--- src/rtl/cpu_clk_stepper.sv ---
// CPU clock source: free-running divider or debounced single-step pulses,
// with a wrapping count of issued cpu_clk rising edges.
module cpu_clk_stepper #(
  parameter int DIV_HALF        = 50000000,
  parameter int DEBOUNCE_CYCLES = 1000000,
  parameter int STEP_HIGH       = 1000
) (
  input  logic        clk,
  input  logic        reset,
  input  logic        step_btn,
  input  logic        run_sw,
  output logic        cpu_clk,
  output logic        running,
  output logic [15:0] edge_count
);

  localparam int DBW  = ($clog2(DEBOUNCE_CYCLES) > 0) ? $clog2(DEBOUNCE_CYCLES) : 1;
  localparam int DIVW = ($clog2(DIV_HALF) > 0) ? $clog2(DIV_HALF) : 1;
  localparam int HIW  = ($clog2(STEP_HIGH) > 0) ? $clog2(STEP_HIGH) : 1;

  typedef enum logic [1:0] {IDLE, STEP_HI, RUN} state_e;

  logic            btn_m_q, btn_s_q, run_m_q, run_s_q;
  logic            btn_db_q, btn_db_d, btn_db_prev_q, step_req_q;
  logic [DBW-1:0]  db_cnt_q, db_cnt_d;
  state_e          state_q, state_d;
  logic            cpu_clk_q, cpu_clk_d, running_q;
  logic [DIVW-1:0] div_cnt_q, div_cnt_d;
  logic [HIW-1:0]  hi_cnt_q, hi_cnt_d;
  logic [15:0]     edge_count_q, edge_count_d;
  logic            div_last, hi_last;

  // Two-flop synchronizers for both raw asynchronous inputs
  always_ff @(posedge clk or posedge reset) begin
    if (reset) begin
      btn_m_q <= 1'b0;
      btn_s_q <= 1'b0;
      run_m_q <= 1'b0;
      run_s_q <= 1'b0;
    end else begin
      btn_m_q <= step_btn;
      btn_s_q <= btn_m_q;
      run_m_q <= run_sw;
      run_s_q <= run_m_q;
    end
  end

  always_comb begin
    btn_db_d = btn_db_q;
    db_cnt_d = '0;
    if (btn_s_q != btn_db_q) begin
      if (db_cnt_q == DBW'(DEBOUNCE_CYCLES - 1)) btn_db_d = btn_s_q;
      else                                       db_cnt_d = db_cnt_q + 1'b1;
    end
  end

  // step_req fires one cycle after the debounced level rises
  always_ff @(posedge clk or posedge reset) begin
    if (reset) begin
      btn_db_q      <= 1'b0;
      btn_db_prev_q <= 1'b0;
      db_cnt_q      <= '0;
      step_req_q    <= 1'b0;
    end else begin
      btn_db_q      <= btn_db_d;
      btn_db_prev_q <= btn_db_q;
      db_cnt_q      <= db_cnt_d;
      step_req_q    <= btn_db_q & ~btn_db_prev_q;
    end
  end

  assign div_last = (div_cnt_q == DIVW'(DIV_HALF - 1));
  assign hi_last  = (hi_cnt_q == HIW'(STEP_HIGH - 1));

  always_ff @(posedge clk or posedge reset) begin
    if (reset) begin
      state_q      <= IDLE;
      cpu_clk_q    <= 1'b0;
      running_q    <= 1'b0;
      div_cnt_q    <= '0;
      hi_cnt_q     <= '0;
      edge_count_q <= '0;
    end else begin
      state_q      <= state_d;
      cpu_clk_q    <= cpu_clk_d;
      running_q    <= (state_d == RUN);
      div_cnt_q    <= div_cnt_d;
      hi_cnt_q     <= hi_cnt_d;
      edge_count_q <= edge_count_d;
    end
  end

  // Leaving RUN waits for a high phase to finish so no runt pulse is issued
  always_comb begin
    state_d = state_q;
    unique case (state_q)
      IDLE: begin
        if (run_s_q)         state_d = RUN;
        else if (step_req_q) state_d = STEP_HI;
      end
      STEP_HI: if (hi_last) state_d = IDLE;
      RUN:     if (!run_s_q && (!cpu_clk_q || div_last)) state_d = IDLE;
      default: state_d = IDLE;
    endcase
  end

  always_comb begin
    cpu_clk_d = 1'b0;
    div_cnt_d = '0;
    hi_cnt_d  = '0;
    unique case (state_q)
      IDLE: if (!run_s_q && step_req_q) cpu_clk_d = 1'b1;
      STEP_HI: begin
        if (!hi_last) begin
          cpu_clk_d = 1'b1;
          hi_cnt_d  = hi_cnt_q + 1'b1;
        end
      end
      RUN: begin
        if (state_d == RUN) begin
          if (div_last) begin
            cpu_clk_d = ~cpu_clk_q;
          end else begin
            cpu_clk_d = cpu_clk_q;
            div_cnt_d = div_cnt_q + 1'b1;
          end
        end
      end
      default: ;
    endcase
    edge_count_d = edge_count_q + {15'd0, cpu_clk_d & ~cpu_clk_q};
  end

  assign cpu_clk    = cpu_clk_q;
  assign running    = running_q;
  assign edge_count = edge_count_q;

endmodule

--- config.mk ---
export PLATFORM = sky130hd
export DESIGN_NAME = cpu_clk_stepper
export DESIGN_NICKNAME = d
export VERILOG_FILES = /design/src/rtl/cpu_clk_stepper.sv
export SDC_FILE = /design/constraint.sdc
export NUM_CORES = 1
export LEC_CHECK = 0
export CORE_MARGIN = 5
export CORE_UTILIZATION = 45
export DETAILED_ROUTE_END_ITERATION = 7
export GPL_ROUTABILITY_DRIVEN = 0
export PLACE_DENSITY = 0.73
export SLEW_MARGIN = 30
export SYNTH_ARGS = -nofsm -noshare
export SYNTH_HDL_FRONTEND = slang
export SYNTH_SLANG_ARGS = --single-unit
--- constraint.sdc ---
create_clock -name clk -period 3.85 [get_ports clk]
set_input_delay 1.155 -clock clk [delete_from_list [all_inputs] [get_ports clk]]
set_output_delay 1.155 -clock clk [all_outputs]
set_load 0.02 [all_outputs]
==> impl_results.md <==
* I/O Pins at 22
* PortBufs at 21
* Die Ht at 102.2 um
* Starting density of the core at 46.36%
* Vias/cell at 5.602
* CTS Hold Bufs at 0
* CP max stage cell: or4b_2
* Peak VDD IR at 0.2421 mV
* Worst Skew at 12.44 ps
* Final setup margin at 219.7 ps
* Register area share after synthesis at 54.25%
* Non-Filler Instances at 503
* Status: completed
* Post-synth EDFFs at 0
* Final WL at 7272 um
* Syn Nets at 379
* Die W at 102.2 um
* Mapped Avg Cell Area at 10.38 sq um
* Full die area at 10,450 sq um
* Most frequent cells in the layout: dfrtp_1, nor2_1, xor2_1, nand2_1, nand3_1
* Worst min path class: reg -> reg
* CTS root buf: clkbuf_8
* Routed Antenna Nets at 0
* Yosys reg bits at 83
* P_leak at 0.001820 uW
* Longest Clk Path Bufs at 2
* CP peak stage delay at 680 ps
* Largest delay contributor family on the critical path: simple AND/OR/NAND/NOR gates
* Worst Path Arrival at 3870 ps
* Worst setup EP type: register
* CTS tree: built
* Antenna Cells at 0
* Final setup violation count at 0
* Total GRT Usage at 15.61%
* Mapped Area at 3829 sq um
* Mapped Cells at 369
* Max Clock Freq at 275.5 MHz
* Most used cell, CP: ha_1
* Area grow syn2layout at 14.02%
* CP bufs+invs at 0
* Power per cell area at 363.5 nW/um^2
* 1st-pass router iterations at 4
* Wire length on met1 at 3251 um
* Vias at 2,818
* Place WS at 228.5 ps
* Number of global-route vias before repair at 2,856
* Fin Hold WS at 352.6 ps
* Placed insts at 490
* CTS Buf Count at 9
* Commonest non-fill, non-tap cell in the layout: dfrtp_1
* Initial DRC Count at 84
* Worst-path clk slew at 80 ps
* Critical Path Start Type: register
* DR top layer: met4
* RSZ-0062 raised after global routing: false
* Rel. slew slack at 49.28%
* # resized after CTS at 0
* Fill count at 742
* Max-cap violations at 0
* Setup Crit Path Kind: reg -> reg
* Crit path required time at 4090 ps
* Avg WL per Cell at 14.46 um
* Syn. warnings at 0
* Crit-path cells: or4b_2 > nor4_1 > nand4_1 > ha_1 > o211ai_1 > nor2b_1 > ha_1 > ha_1 > nand2_1 > nor4_1 > nand4_1 > xnor2_1
* Synth Flop Type: dfrtp_1
* Clk Latency, worst-skew pair at 350 ps
* DP HPWL at 5064 um
* Initial antenna violation count at 0
* Clock Sinks at 83
* Worst-margin pin slew at 760.9 ps
* DRC at 0
* Routed met3 length at 268 um
* Nets at 406
* Final hold viol count at 0
* GRT overflow at 0
* Core area at 8258 sq um
* Setup Fix Bufs, Post-CTS at 0
* First-pass GRT wire length at 12,880 um
* Max-slew violation count at 0
* Unique cell type count in the Yosys netlist at 38
* Worst Path Max Fanout at 6
* Layout cells sized above 1 at 7.538%
* WL met2 at 3656 um
* Async SR Flop Fraction at 100.0%
* Tcrit/Tclk final at 94.29%
* Tmin final at 3630 ps
* H-tree depth at 3
* Row cnt at 33
* Setup_tns at 0 ps
* Largest net degree at the start of global routing at 36
==> where the power goes <==
group          switching (uW)  internal [uW]
Clock                     290            371
Sequential               6.20            878
Combinational            30.3           11.7
==> layer usage <==
metal  global-route usage [%]  up-vias
li1                         -     1358
met1                    18.66     1415
met2                    26.79       36
met3                    4.505        9
met4                    5.752        0
met5                        0        -
==> path summary, 6_finish.rpt <==
check | slack (ps) | cells after the start | endpoint | start
worst min-delay path | 350 | 0 | btn_s_q | btn_m_q
max in group asynchronous | 1940 | 3 | div_cnt_q[4] | reset
min in group asynchronous | 1170 | 2 | run_m_q | reset
worst min register to register | 350 | 0 | btn_s_q | btn_m_q
worst max register to register | 220 | 12 | edge_count[14] | div_cnt_q[7]
worst max-delay path | 220 | 12 | edge_count[14] | div_cnt_q[7]
==> flip-flops by register name, summed over array words and instances (netlist names) <==
| name | flops |
|---|---|
| btn_s_q | 1 |
| btn_m_q | 1 |
| state_q | 2 |
| edge_count | 16 |
| div_cnt_q | 26 |
| run_m_q | 1 |
| btn_db_q | 1 |
| db_cnt_q | 20 |
| step_req_q | 1 |
| run_s_q | 1 |
| running | 1 |
| hi_cnt_q | 10 |
| btn_db_prev_q | 1 |
| cpu_clk | 1 |
==> metrics by stage <==
stage / utilization, % / total power, uW / cell area, sq um
2_1_floorplan: - / 928.0 / 3829
3_3_place_gp: 50.41 / 944.2 / 4163
3_5_place_dp: 50.41 / 945.3 / 4163
4_1_cts: 52.86 / 1607 / 4365
5_1_grt: 52.86 / 1654 / 4365
6_report: 52.86 / 1587 / 4365
==> cells by family after synthesis <==
logic type      Yosys count  share of synthesized area (%)
xor+xnor                 46                          10.52
simple gates            171                          23.95
flops                    83                          54.25
fa+ha+maj                 6                          1.961
buf+inv                  18                          1.895
compound gates           44                          7.124
mux                       1                         0.2941
==> layout make-up <==
cell class                      instances  area (sq um)  area share, %
Clock buffer                           10         137.6          3.153
Clock inverter                          3         65.06          1.490
Inverter                                9         35.03         0.8025
Multi-Input combinational cell        268          1679          38.46
Sequential cell                        83          2077          47.58
Tap cell                              105         131.4          3.009
Timing Repair Buffer                   25         240.2          5.503
==> cell usage after synthesis, types with 3 or more instances <==
library cell | number | area (sq um)
dfrtp_1 | 83 | 2077
nor2_1 | 43 | 161.4
xor2_1 | 29 | 254.0
nand2_1 | 26 | 97.59
nand3_1 | 24 | 120.1
a21oi_1 | 19 | 95.09
xnor2_1 | 17 | 148.9
nand4_1 | 15 | 93.84
o21ai_0 | 12 | 60.06
or4_1 | 11 | 82.58
or3_1 | 10 | 62.56
inv_1 | 9 | 33.78
nor3_1 | 9 | 45.04
and4_1 | 6 | 52.55
ha_1 | 6 | 75.07
o31ai_1 | 6 | 45.04
and3_1 | 5 | 31.28
clkbuf_1 | 5 | 18.77
buf_2 | 4 | 20.02
nor4_1 | 4 | 25.02
and2_1 | 3 | 18.77
==> worst register-to-register path, cell delays in order (launching register included) <==
cell and delay [ps]:
dfrtp_1 440, or4b_2 680, nor4_1 390, nand4_1 180, ha_1 310, o211ai_1 200
nor2b_1 160, ha_1 230, ha_1 250, nand2_1 110, nor4_1 280, nand4_1 160
xnor2_1 150
(Power assumes the default switching activity.)
